[src/rtl/cc_cond_if.sv]
// Flag-path bundle between the ALU/pipeline control and the condition-code unit.
// Latency: n/a (wiring only).
// Backpressure: n/a; stall and suppress are carried as plain control levels.
interface cc_cond_if #(
    parameter int CNT_W = 16
);
    logic             set_cc;
    logic [2:0]       CC_in;
    logic             stall;
    logic             suppress;
    logic [3:0]       icode;
    logic [3:0]       ifun;
    logic [2:0]       CC_out;
    logic             Cnd;
    logic             cond_err;
    logic             pend_valid;
    logic [CNT_W-1:0] upd_count;

    // Pipeline control side: drives flags and instruction fields, reads results.
    modport master (
        output set_cc, CC_in, stall, suppress, icode, ifun,
        input  CC_out, Cnd, cond_err, pend_valid, upd_count
    );

    // Condition-code unit side.
    modport slave (
        input  set_cc, CC_in, stall, suppress, icode, ifun,
        output CC_out, Cnd, cond_err, pend_valid, upd_count
    );
endinterface

[src/rtl/cc_cond.sv]
// Captures ALU {ZF,SF,OF}, holds them one cycle as a pending update, commits to CC; evaluates jXX/cmovXX Cnd.
// Latency: CC_in visible on Cnd 1 cycle after capture (forwarded), on CC_out 2 edges after set_cc.
// Backpressure: stall freezes capture and commit; suppress discards the pending update and any new capture.
module cc_cond #(
    parameter logic [2:0] CC_RESET = 3'b100,
    parameter int         CNT_W    = 16
) (
    input  logic    clk,
    input  logic    reset,
    cc_cond_if.slave cc
);
    localparam logic [3:0] IC_CMOV = 4'h2;
    localparam logic [3:0] IC_JXX  = 4'h7;

    logic [2:0]       cc_reg;
    logic [2:0]       pend_cc;
    logic             pend_vld;
    logic [CNT_W-1:0] cnt_q;

    logic [2:0]       eff_cc;
    logic             cond_instr;
    logic             cnd_raw;
    logic             less;

    // Forward the pending flags unless this cycle's exception is about to discard them.
    assign eff_cc     = (pend_vld && !cc.suppress) ? pend_cc : cc_reg;
    assign cond_instr = (cc.icode == IC_CMOV) || (cc.icode == IC_JXX);
    assign less       = eff_cc[1] ^ eff_cc[0];

    // Y86-64 condition table over the effective flags; undefined functions yield 0.
    always_comb begin
        cnd_raw = 1'b0;
        case (cc.ifun)
            4'd0:    cnd_raw = 1'b1;
            4'd1:    cnd_raw = less | eff_cc[2];
            4'd2:    cnd_raw = less;
            4'd3:    cnd_raw = eff_cc[2];
            4'd4:    cnd_raw = ~eff_cc[2];
            4'd5:    cnd_raw = ~less;
            4'd6:    cnd_raw = ~less & ~eff_cc[2];
            default: cnd_raw = 1'b0;
        endcase
    end

    // Pending capture, commit into the architectural register and saturating commit count.
    always_ff @(posedge clk) begin
        if (reset) begin
            cc_reg   <= CC_RESET;
            pend_cc  <= 3'b000;
            pend_vld <= 1'b0;
            cnt_q    <= '0;
        end else if (cc.suppress) begin
            // Successors of a faulting instruction must not set flags, so a same-cycle set_cc is dropped too.
            pend_vld <= 1'b0;
        end else if (!cc.stall) begin
            if (pend_vld) begin
                cc_reg <= pend_cc;
                if (cnt_q != {CNT_W{1'b1}}) begin
                    cnt_q <= cnt_q + CNT_W'(1);
                end
            end
            pend_vld <= cc.set_cc;
            if (cc.set_cc) begin
                pend_cc <= cc.CC_in;
            end
        end
    end

    assign cc.CC_out     = cc_reg;
    assign cc.Cnd        = cond_instr && (cc.ifun <= 4'd6) && cnd_raw;
    assign cc.cond_err   = cond_instr && (cc.ifun > 4'd6);
    assign cc.pend_valid = pend_vld;
    assign cc.upd_count  = cnt_q;
endmodule
[src/flat_wrapper.sv]
// flat-port wrapper written by rule: the top's interface ports become plain ports
module cc_cond_flat 
#(
    parameter logic [2:0] CC_RESET = 3'b100,
    parameter int         CNT_W    = 16
)
  (clk, reset, cc_set_cc, cc_CC_in, cc_stall, cc_suppress, cc_icode, cc_ifun, cc_CC_out, cc_Cnd, cc_cond_err, cc_pend_valid, cc_upd_count);
  cc_cond_if #(.CNT_W(CNT_W)) cc_i ();
  input  logic clk;
  input  logic reset;
  input wire logic [$bits(cc_i.set_cc)-1:0] cc_set_cc;
  input wire logic [$bits(cc_i.CC_in)-1:0] cc_CC_in;
  input wire logic [$bits(cc_i.stall)-1:0] cc_stall;
  input wire logic [$bits(cc_i.suppress)-1:0] cc_suppress;
  input wire logic [$bits(cc_i.icode)-1:0] cc_icode;
  input wire logic [$bits(cc_i.ifun)-1:0] cc_ifun;
  output wire logic [$bits(cc_i.CC_out)-1:0] cc_CC_out;
  output wire logic [$bits(cc_i.Cnd)-1:0] cc_Cnd;
  output wire logic [$bits(cc_i.cond_err)-1:0] cc_cond_err;
  output wire logic [$bits(cc_i.pend_valid)-1:0] cc_pend_valid;
  output wire logic [$bits(cc_i.upd_count)-1:0] cc_upd_count;
  assign cc_i.set_cc = cc_set_cc;
  assign cc_i.CC_in = cc_CC_in;
  assign cc_i.stall = cc_stall;
  assign cc_i.suppress = cc_suppress;
  assign cc_i.icode = cc_icode;
  assign cc_i.ifun = cc_ifun;
  assign cc_CC_out = cc_i.CC_out;
  assign cc_Cnd = cc_i.Cnd;
  assign cc_cond_err = cc_i.cond_err;
  assign cc_pend_valid = cc_i.pend_valid;
  assign cc_upd_count = cc_i.upd_count;
  cc_cond #(.CC_RESET(CC_RESET), .CNT_W(CNT_W)) u_core (.clk(clk), .reset(reset), .cc(cc_i));
endmodule
[config.mk]
export PLATFORM = sky130hd
export DESIGN_NAME = cc_cond_flat
export DESIGN_NICKNAME = d
export VERILOG_FILES = /design/src/rtl/cc_cond_if.sv /design/src/rtl/cc_cond.sv /design/src/flat_wrapper.sv
export SDC_FILE = /design/constraint.sdc
export NUM_CORES = 1
export LEC_CHECK = 0
export ABC_AREA = 1
export BUFFER_PORTS_ARGS = -buffer_cell sky130_fd_sc_hd__buf_2
export CAP_MARGIN = 10
export CORE_MARGIN = 8
export CORE_UTILIZATION = 49
export CTS_BUF_LIST = sky130_fd_sc_hd__clkbuf_8
export CTS_CLUSTER_SIZE = 25
export DETAILED_ROUTE_END_ITERATION = 10
export PLACE_DENSITY = 0.77
export SLEW_MARGIN = 20
export SYNTH_ARGS = -nofsm -noshare
export SYNTH_HDL_FRONTEND = slang
export SYNTH_SLANG_ARGS = --single-unit
[constraint.sdc]
create_clock -name clk -period 1.4 [get_ports clk]
set_input_delay 0.28 -clock clk [delete_from_list [all_inputs] [get_ports clk]]
set_output_delay 0.28 -clock clk [all_outputs]
set_load 0.005 [all_outputs]
### Yosys cells after proc, flatten, opt, wreduce, memory -nomap -nowiden

Index checks and enable logic that the tools add are counted.

| storage, ports and cells | value |
|---|---|
| register bits | 23 |
| bits of input ports | 16 |
| output and inout port bits | 22 |
| word-level logic and storage cells | 36 |

| operators by class | value |
|---|---|
| add/subtract/negate cells | 1 |
| $lt $le $gt $ge | 2 |
| equality and inequality tests | 9 |
| multiplexer cells | 2 |
| bitwise operators | 7 |
| reductions and logical operators | 11 |

Operator list:

| kind | count |
|---|---|
| 16-bit by 1-bit adder with 16-bit output, second input constant | 1 |
| 4-bit by 3-bit == test with 1-bit output, second input constant | 4 |
| 16-bit inequality test, second input constant | 1 |
| 4-bit by 2-bit == test with 1-bit output, second input constant | 3 |
| 1-bit one-hot mux with 7 select lines | 1 |
| 3-bit AND reduction | 2 |
| 4-bit by 1-bit == test with 1-bit output, second input constant | 1 |
| 4-bit by 3-bit greater-than comparator with 1-bit output, second input constant | 1 |
| 4-bit by 3-bit less-or-equal comparator with 1-bit output, second input constant | 1 |
| 1-bit logical AND | 4 |
| 4-bit zero test | 1 |
| 1-bit NOT | 4 |
| 4-bit AND reduction | 1 |
| 3-bit two-way mux | 1 |
| 2-bit OR reduction | 1 |
| 1-bit AND | 1 |
| 1-bit zero test | 1 |
| 1-bit logical OR | 1 |
| 1-bit bitwise OR | 1 |
| 1-bit bitwise XOR | 1 |

### Longest topological paths before layout

Gate-level depths: netlist of the first run.

| logic depth | value |
|---|---|
| depth in word-level cells | 8 |
| gate-level depth with buffers | 11 |

### Least setup slack after synthesis of the first run

OpenSTA, ideal clock, no wires.

| timing | value |
|---|---|
| path kind | register to register |
| from | register u_core.cnt_q[0], in the netlist u_core.cc.upd_count[0] |
| to | register u_core.cnt_q[2], in the netlist u_core.cc.upd_count[2] |
| library setup time | 0.142 ns |
| arrival | 1.440 ns |
| data required time | 1.258 ns |
| setup slack | -0.182 ns |
| cell stages (with the launch flop) | 12 |
| buffers on the path | 1 |
| clock period less this slack | 1.582 ns |
| cells stage by stage | dfxtp_1 ha_1 inv_1 nor2_4 nand2_4 clkinv_2 nand2_1 nand2_1 nand2_2 buf_6 nand2_1 a21oi_2 |

| between the ends | value |
|---|---|
| longest elaborated chain between the ends | 2 |
| elaborated cells on any way between the ends | 3 |
| classes of those cells | add/sub (1); eq/ne (1); reduce/logical (1) |

Ends and longest elaborated chain:

| what | line | RTL |
|---|---|---|
| from (decl) | cc_cond.sv:18 | `logic [CNT_W-1:0] cnt_q;` |
| from (signal assigned) | cc_cond.sv:59 | `cnt_q <= cnt_q + CNT_W'(1);` |
| branches (longest 2 deep; another with 16-bit by 1-bit adder with 16-bit output) | - |  |

Several ways; the timed one is not identified.
A chain may end at the register's enable or synchronous reset.

### Worst setup path in the final report of the first run

| timing | value |
|---|---|
| from | register u_core.pend_cc[1] |
| to | output port cc_Cnd |

| between the ends | value |
|---|---|
| longest elaborated chain between the ends | 6 |
| elaborated cells on any way between the ends | 7 |
| classes of those cells | mux (2); bitwise (4); reduce/logical (1) |

Ends and longest elaborated chain:

| what | line | RTL |
|---|---|---|
| from (decl) | cc_cond.sv:16 | `logic [2:0] pend_cc;` |
| from (signal assigned) | cc_cond.sv:64 | `pend_cc <= cc.CC_in;` |
| 3-bit two-way mux * | cc_cond.sv:26 | `assign eff_cc = (pend_vld && !cc.suppress) ? pend_cc : cc_reg;` |
| 1-bit bitwise XOR * | cc_cond.sv:28 | `assign less = eff_cc[1] ^ eff_cc[0];` |
| 1-bit NOT | cc_cond.sv:39, cc_cond.sv:40 |  |
| 1-bit AND | cc_cond.sv:40 | `4'd6: cnd_raw = ~less & ~eff_cc[2];` |
| 1-bit one-hot mux with 7 select lines * | cc_cond.sv:33 | `case (cc.ifun)` |
| 1-bit logical AND * | cc_cond.sv:70 | `assign cc.Cnd = cond_instr && (cc.ifun <= 4'd6) && cnd_raw;` |
| to (decl) | flat_wrapper.sv:18 | `output wire logic [$bits(cc_i.Cnd)-1:0] cc_Cnd;` |

Mark *: on every way between the ends. The rest lies on a longest branch, timed or not.

==> results of run 1 <==
## registers in the layout, indices dropped and copies added, names as in the netlist
register              count
u_core.cc.CC_out          3
u_core.cc.pend_valid      1
u_core.cc.upd_count      16
u_core.pend_cc            3
## final cells by class
cell class	instances	area [µm²]
fillers	256	858
well taps	33	41.3
multi-input cells	178	1070
inverters	27	106
repair buffers	62	377
clock buffers	3	41.3
flip-flops and latches	23	480
clock inverters	1	7.51
## logic make-up after synthesis
logic type      synth area share, %
flops                          30.6
xor+xnor                       4.07
simple gates                   40.1
fa+ha+maj                     0.831
buf+inv                        9.39
compound gates                 15.0
## cells in the mapped netlist (all sizes together) (2+ instances only)
| master | n |
|---|---|
| a21oi | 21 |
| a31oi | 2 |
| nand2 | 88 |
| xor2 | 4 |
| inv | 26 |
| nand3 | 12 |
| buf | 2 |
| nor2 | 25 |
| clkbuf | 2 |
| o21ai | 8 |
| xnor2 | 3 |
| dfxtp | 23 |
| nand4 | 5 |
| nor3 | 2 |
## through the flow
step | hold slack (ns) | instance area [µm²] | power, mW | worst slack, ns
floorplan | 0.423 | 1530 | 0.744 | 0.00222
global placement | 0.472 | 1900 | 0.791 | -0.0456
detailed placement | 0.488 | 1900 | 0.792 | -0.0874
CTS | 0.277 | 1980 | 1.23 | -0.238
global route | 0.277 | 2120 | 1.28 | -0.339
finish | 0.270 | 2120 | 1.24 | -0.240
## power breakdown
group | total (mW) | switching [mW] | internal (mW)
clock network | 0.447 | 0.245 | 0.202
logic | 0.125 | 0.0756 | 0.0492
registers | 0.663 | 0.00565 | 0.657
## what timing repair did
action,CTS,global route
buffers inserted,0,1
endpoints found under the setup margin,16,17
hold endpoints to repair,0,0
gates resized for setup,13,36
pin swaps,1,13
gates cloned,1,1
## routing by layer
layer  up-vias  global-route usage, %  part of all wire (%)
li1        862                      -                     -
met1       770                   19.2                    40
met2        56                   29.1                    51
met3        15                   4.18                   6.4
met4         0                   7.16                   2.4
met5         -                      0                     0
## final timing paths
check | endpoint | slack, ns
setup reg to reg | u_core.cc.upd_count[4] | -0.01
hold reg to reg | u_core.cc.CC_out[1] | 0.48
setup / recovery | cc_Cnd | -0.24
hold / removal | u_core.cc.upd_count[14] | 0.27
==> impl_metrics.csv, run 1 <==
group,metric,value,unit
synthesis,netlist_instances,230,
synthesis,syn_area,0.00151,mm²
sta,maxSlewHeadroom,83.1,%
hold_path,hp-start,"reset",
synthesis,yosys-top-cells-area,"dfxtp_1 (31%), nand2_1 (20%), inv_1 (6.2%)",
clocking,cts.path.max_buffers,2,
synthesis,synth_warnings,0,
synthesis,synth_flop_cell,"dfxtp_1",
cells_and_area,final_nets,312,
critical_path,crit_slowest_cell,"dfxtp_2",
floorplan,initial_core_util,50.5,%
critical_path,crit_path_end_kind,"output port",
sta,tightestPinTransition,0.253,ns
sta,setup_tns,-0.253,ns
place,io_buffers,37,
place,dp_hpwl,2930,µm
place,placedCellCount,320,
clocking,clock-root-buffer,"clkbuf_8",
power,leakage,0.973,nW
clocking,htreeDepth,1,
critical_path,rr_worst_depth,7,
sta,setup_viol,2,
hold_path,hp-class,"in2reg",
hold_path,hold_depth,2,
detailed_routing,routedWlPerCell,13.9,µm
cells_and_area,area_delta_synth_final,40.8,%
sta,fin_crit,1.64,ns
global_routing,grtUsageTotal,16.9,%
detailed_routing,drc,0,
detailed_routing,drtIter0Drc,101,
global_routing,grt_overflow,0,
critical_path,critical_path_required,1.12,ns
clocking,cts_tree,"built",
critical_path,crit_top_cell,"nand2_1",
floorplan,die_w,71.4,µm
run_status,status,"complete, but fails checks",
sta,setup_slack,-0.240,ns
critical_path,cp.depth,11,
cells_and_area,instances_no_fill,327,
cells_and_area,layout_commonest_cell,"nand2_1",
run_status,violations,"negative setup slack",
critical_path,r2r_start,"u_core.cc.upd_count[10]",
global_routing,grt_pass1_vias,1605,
synthesis,synth-async-reset-ratio,0,%
sta,fmax,610,MHz
critical_path,startpoint,"u_core.pend_cc[1]",
floorplan,ios,38,
critical_path,crit_type,"reg2out",
detailed_routing,detail-route-antenna-nets,0,
power,pwr_density_cell,583,mW/mm²
critical_path,critPathBufInv,3,
floorplan,die_area,0.00510,mm²
floorplan,rows,20,
clocking,cts.sinks,23,
sta,hold_viol_final,0,
detailed_routing,drt_wl_total,4540,µm
clocking,clk_latency,0.28,ns
run,cap_viol_max_count,0,
power,vdd_drop_max,0.377,mV
critical_path,critPathArrivalTime,1.36,ns
cells_and_area,final_cell_mix,"nand2_1 (72), buf_2 (37), buf_4 (24)",
sta,fin_skew,0.00405,ns
cells_and_area,utilization,71.2,%
synthesis,yosys.area.top_type,"dfxtp_1",
global_routing,antenna_found_initial,0,
synthesis,synth_top_area_share,30.6,%
detailed_routing,viasPerCell,5.21,
floorplan,die_h,71.4,µm
synthesis,ys_ff_latch,23,
critical_path,cp_top_family,"simple AND/OR/NAND/NOR gates",
cells_and_area,diodes,0,
detailed_routing,vias,1703,
place,routabilityCongestion,0.847,
detailed_routing,firstDrtPassIters,5,
cells_and_area,drive_gt1_share,43.9,%
critical_path,max_stage_delay,0.34,ns
critical_path,crit_fanout,3,
critical_path,start_kind,"register",
global_routing,grt_max_degree,16,
synthesis,synth_cell_types,28,
clocking,hold_buffers,0,
floorplan,core_area,0.00298,mm²
critical_path,cp_cell_sequence,"inv_2 -> nand2_1 -> nand2_1 -> nand2_1 -> nand2_2 -> nand2_1 -> nand2_1 -> nand2_1 -> inv_1 -> a21oi_1 -> buf_2",
synthesis,synth_edf_count,0,
sta,final-max-slew-violation-count,0,
clocking,cts_buffers,3,
synthesis,synth.yosys.seq_area_share,30.6,%
synthesis,synth_area_per_cell,6.54,µm²
global_routing,grt_pass1_wl,7130,µm
synthesis,synthesis.nets,247,
clocking,path_clk_slew,0.09,ns
sta,rsz0062_at_grt,"true",
sta,min_period_over_period,117,%
Note: power is estimated with default switching activity, not from simulation.
==> run 2, diff against run 1 <==
- SKIP_CTS_REPAIR_TIMING: default -> 1
==> impl_metrics.csv, run 2 (same netlist as run 1, synthesis figures left out) <==
group,metric,value,unit
run_status,status,"complete, but fails checks",
run_status,violations,"negative setup slack",
global_routing,use_met2,26.9,%
hold_path,hp-class,"in2reg",
cells_and_area,area_delta_synth_final,36.7,%
detailed_routing,detail-route-antenna-nets,0,
clocking,htreeDepth,1,
cells_and_area,seqCellArea,479,µm²
run,cap_viol_max_count,0,
clocking,cts_buffers,3,
place,io_buffers,37,
cells_and_area,layout_commonest_cell,"nand2_1",
sta,setup_slack,-0.240,ns
floorplan,die_area,0.00510,mm²
sta,setup_tns,-0.240,ns
cells_and_area,fillCellCount,264,
global_routing,grtUsageTotal,15.9,%
critical_path,crit_top_cell,"nand2_1",
detailed_routing,drtIter0Drc,81,
sta,rsz0062_at_grt,"true",
cells_and_area,utilization,69.1,%
power,vdd_drop_max,0.376,mV
cells_and_area,final_cell_area,0.00206,mm²
place,postPlaceCellArea,0.00190,mm²
global_routing,antenna_found_initial,0,
place,routabilityCongestion,0.847,
clocking,cts.sinks,23,
sta,setup_viol,1,
sta,hold_viol_final,0,
critical_path,crit_path_end_kind,"output port",
power,leakage,0.947,nW
global_routing,use_met1,18.5,%
sta,final-max-slew-violation-count,0,
critical_path,max_stage_delay,0.34,ns
detailed_routing,routedWlPerCell,13.0,µm
floorplan,rows,20,
detailed_routing,firstDrtPassIters,4,
global_routing,grt_overflow,0,
critical_path,crit_fanout,3,
critical_path,cp_cell_sequence,"inv_2 -> nand2_1 -> nand2_1 -> nand2_1 -> nand2_2 -> nand2_1 -> nand2_1 -> nand2_1 -> inv_1 -> a21oi_1 -> buf_2",
detailed_routing,vias,1687,
critical_path,start_kind,"register",
power,p_total,1.22,mW
clocking,cts_tree,"built",
detailed_routing,drt_wl_total,4230,µm
hold_path,hold_depth,2,
sta,fin_crit,1.64,ns
sta,fin_skew,0.00617,ns
cells_and_area,final_nets,311,
clocking,clk_latency,0.27,ns
cells_and_area,largest_reg_flops,16,
floorplan,core_area,0.00298,mm²
cells_and_area,drive_gt1_share,42.3,%
clocking,cts.path.max_buffers,2,
global_routing,grt_pass1_wl,6740,µm
sta,min_period_over_period,117,%
floorplan,initial_core_util,50.5,%
global_routing,grt_max_degree,16,
clocking,path_clk_slew,0.09,ns
critical_path,crit_type,"reg2out",
place,dp_hpwl,2930,µm
detailed_routing,viasPerCell,5.17,
global_routing,grt_busiest_layer,"met2",
global_routing,grt.met3_usage,3.63,%
critical_path,critPathArrivalTime,1.36,ns
critical_path,rr_worst_depth,9,
global_routing,grt_pass1_vias,1550,
cells_and_area,diodes,0,
detailed_routing,drc,0,
floorplan,ios,38,
sta,maxSlewHeadroom,82.8,%
cells_and_area,final_cell_mix,"nand2_1 (72), buf_2 (37), buf_4 (24)",
floorplan,die_w,71.4,µm
cells_and_area,multi_input_area,0.00101,mm²
sta,tightestPinTransition,0.257,ns
sta,fmax,610,MHz
clocking,clock-root-buffer,"clkbuf_8",
critical_path,critical_path_required,1.12,ns
floorplan,die_h,71.4,µm
critical_path,crit_slowest_cell,"dfxtp_2",
power,pwr_density_cell,592,mW/mm²
-- run 2: layout make-up --
class | count | area share, %
clock buffers | 3 | 2.01
clock inverters | 1 | 0.365
inverters | 27 | 5.17
multi-input cells | 177 | 48.9
flip-flops and latches | 23 | 23.3
well taps | 33 | 2.01
repair buffers | 62 | 18.3
-- run 2: critical path, delay by kind of cell (launching register included) --
family	cells	cell delay, ns
flops	1	0.34
buf+inv	3	0.19
compound gates	1	0.12
simple gates	7	0.44
-- run 2: path summary, 6_finish.rpt --
path	startpoint	end	slack [ns]
min	reset	u_core.cc.upd_count[15]	0.27
min reg2reg	u_core.pend_cc[0]	u_core.cc.CC_out[0]	0.48
max	u_core.pend_cc[1]	cc_Cnd	-0.24
max reg2reg	u_core.cc.upd_count[0]	u_core.cc.upd_count[4]	0.03
-- run 2: per-stage QoR --
step	hold slack, ns	setup slack, ns	instances
global route	0.277	-0.339	326
global placement	0.472	-0.0456	320
detailed placement	0.488	-0.0874	320
finish	0.273	-0.240	326
floorplan	0.423	0.00222	230
CTS	0.277	-0.318	324
-- run 2: power by group --
part           switching (mW)  total [mW]  internal (mW)
logic                  0.0738       0.121         0.0476
clock network           0.233       0.435          0.202
registers             0.00566       0.663          0.657
-- run 2: per-layer routing --
layer  part of all wire [%]  routed length, µm  vias to the layer above
met2                     51               2140                       54
met5                      0                  0                        -
met4                    1.8                 78                        0
li1                       -                  -                      858
met1                     41               1740                      768
met3                    6.3                265                        7
==> run 3, diff against run 2 <==
- CORE_ASPECT_RATIO: default -> 0.75
- PLACE_DENSITY: 0.77 -> default
- PLACE_DENSITY_LB_ADDON: default -> 0.12
==> impl_metrics.csv, run 3 (same netlist as run 1, synthesis figures left out) <==
group,metric,value,unit
sta,setup_slack,-0.245,ns
floorplan,ios,38,
clocking,path_clk_slew,0.09,ns
hold_path,hp-class,"in2reg",
clocking,clock-root-buffer,"clkbuf_8",
sta,hold_viol_final,0,
floorplan,initial_core_util,51.3,%
detailed_routing,viasPerCell,5.09,
place,io_buffers,37,
detailed_routing,routedWlPerCell,13.3,µm
detailed_routing,drc,0,
clocking,htreeDepth,1,
global_routing,grt_overflow,0,
sta,setup_viol,1,
detailed_routing,firstDrtPassIters,4,
cells_and_area,final_nets,318,
sta,rsz0062_at_grt,"true",
place,placedCellCount,332,
detailed_routing,drtIter0Drc,115,
run_status,violations,"negative setup slack",
power,vdd_drop_max,0.441,mV
critical_path,crit_fanout,4,
cells_and_area,instances_no_fill,338,
sta,fmax,608,MHz
sta,maxSlewHeadroom,83.4,%
cells_and_area,utilization,74.5,%
global_routing,grt_pass1_wl,7120,µm
global_routing,grt_pass1_vias,1623,
cells_and_area,drive_gt1_share,46.7,%
critical_path,critPathArrivalTime,1.37,ns
place,dp_slack,-0.0717,ns
sta,fin_skew,0.00541,ns
clocking,cts.sinks,23,
place,routabilityCongestion,0.812,
place,dp_hpwl,3110,µm
critical_path,crit_path_end_kind,"output port",
critical_path,crit_type,"reg2out",
clocking,cts.path.max_buffers,2,
critical_path,critical_path_required,1.12,ns
floorplan,die_h,64,µm
floorplan,die_w,80,µm
clocking,cts_tree,"built",
floorplan,die_area,0.00512,mm²
floorplan,core_area,0.00294,mm²
global_routing,grt_max_degree,16,
clocking,clk_latency,0.27,ns
sta,min_period_over_period,118,%
detailed_routing,vias,1719,
detailed_routing,detail-route-antenna-nets,0,
cells_and_area,largest_reg_flops,16,
run_status,status,"complete, but fails checks",
run,cap_viol_max_count,0,
sta,final-max-slew-violation-count,0,
critical_path,start_kind,"register",
sta,tightestPinTransition,0.249,ns
cells_and_area,final_cell_mix,"nand2_1 (67), buf_2 (37), buf_4 (29)",
global_routing,antenna_found_initial,0,
detailed_routing,drt_wl_total,4500,µm
cells_and_area,area_delta_synth_final,45.3,%
sta,fin_crit,1.65,ns
power,pwr_density_cell,566,mW/mm²
power,leakage,1.02,nW
cells_and_area,diodes,0,
global_routing,grtUsageTotal,16.5,%
floorplan,rows,17,
clocking,cts_buffers,3,
cells_and_area,layout_commonest_cell,"nand2_1",
[run 3: cell types whose count changed in the layout (fill, tap and decap cells not counted), sizes merged]
cell	change
clkinvlp	-1
clkinv	+1
buf	+7
[run 3: worst max-delay path, stage by stage, from the launching register on]
cell and delay (ns):
dfxtp_2 0.37, inv_2 0.05, nand2_2 0.05, nand2_2 0.05
nand2_2 0.06, nand2_2 0.07, nand2_2 0.07, nand2_2 0.05
nand2_2 0.07, inv_2 0.04, a21oi_2 0.09, buf_2 0.12
[run 3: area by class of cell]
cell class                 instances  area [µm²]
fill                             232         748
multi-input combinational        177        1070
clock buffer                       3        41.3
sequential                        23         479
tap                               38        47.5
clock inverter                     1        5.00
timing repair buffer              69         437
inverter                          27         109
[run 3: path summary, 6_finish.rpt]
kind / start / endpoint / slack (ns) / cells after the start
max: u_core.cc.CC_out[0] / cc_Cnd / -0.25 / 11
min: cc_CC_in[0] / u_core.pend_cc[0] / 0.27 / 3
max reg2reg: u_core.cc.upd_count[14] / u_core.cc.upd_count[3] / 0.03 / 5
min reg2reg: u_core.pend_cc[2] / u_core.pend_cc[2] / 0.50 / 2
[run 3: metrics by stage]
step	setup TNS (ns)	total power, mW	cell area [µm²]	hold slack (ns)
final	-0.245	1.24	2190	0.275
after detailed placement	-0.468	0.798	1960	0.480
after global placement	-0.214	0.795	1960	0.467
after floorplan	0	0.744	1530	0.423
after global routing	-0.430	1.28	2190	0.291
after CTS	-1.11	1.23	2000	0.277
[run 3: routing by layer]
metal	wire (µm)	track usage (%)	share of wire (%)
met1	1970	21.2	44
met3	329	5.03	7.3
met5	0	0	0
met4	104	2.94	2.3
met2	2090	26.7	47
[run 3: report_power, final]
part | internal (mW) | leakage [nW] | switching (mW) | total [mW]
clock network | 0.200 | 0.0255 | 0.236 | 0.436
registers | 0.657 | 0.191 | 0.00530 | 0.663
logic | 0.0562 | 0.806 | 0.0843 | 0.140
total | 0.913 | 1.02 | 0.326 | 1.24
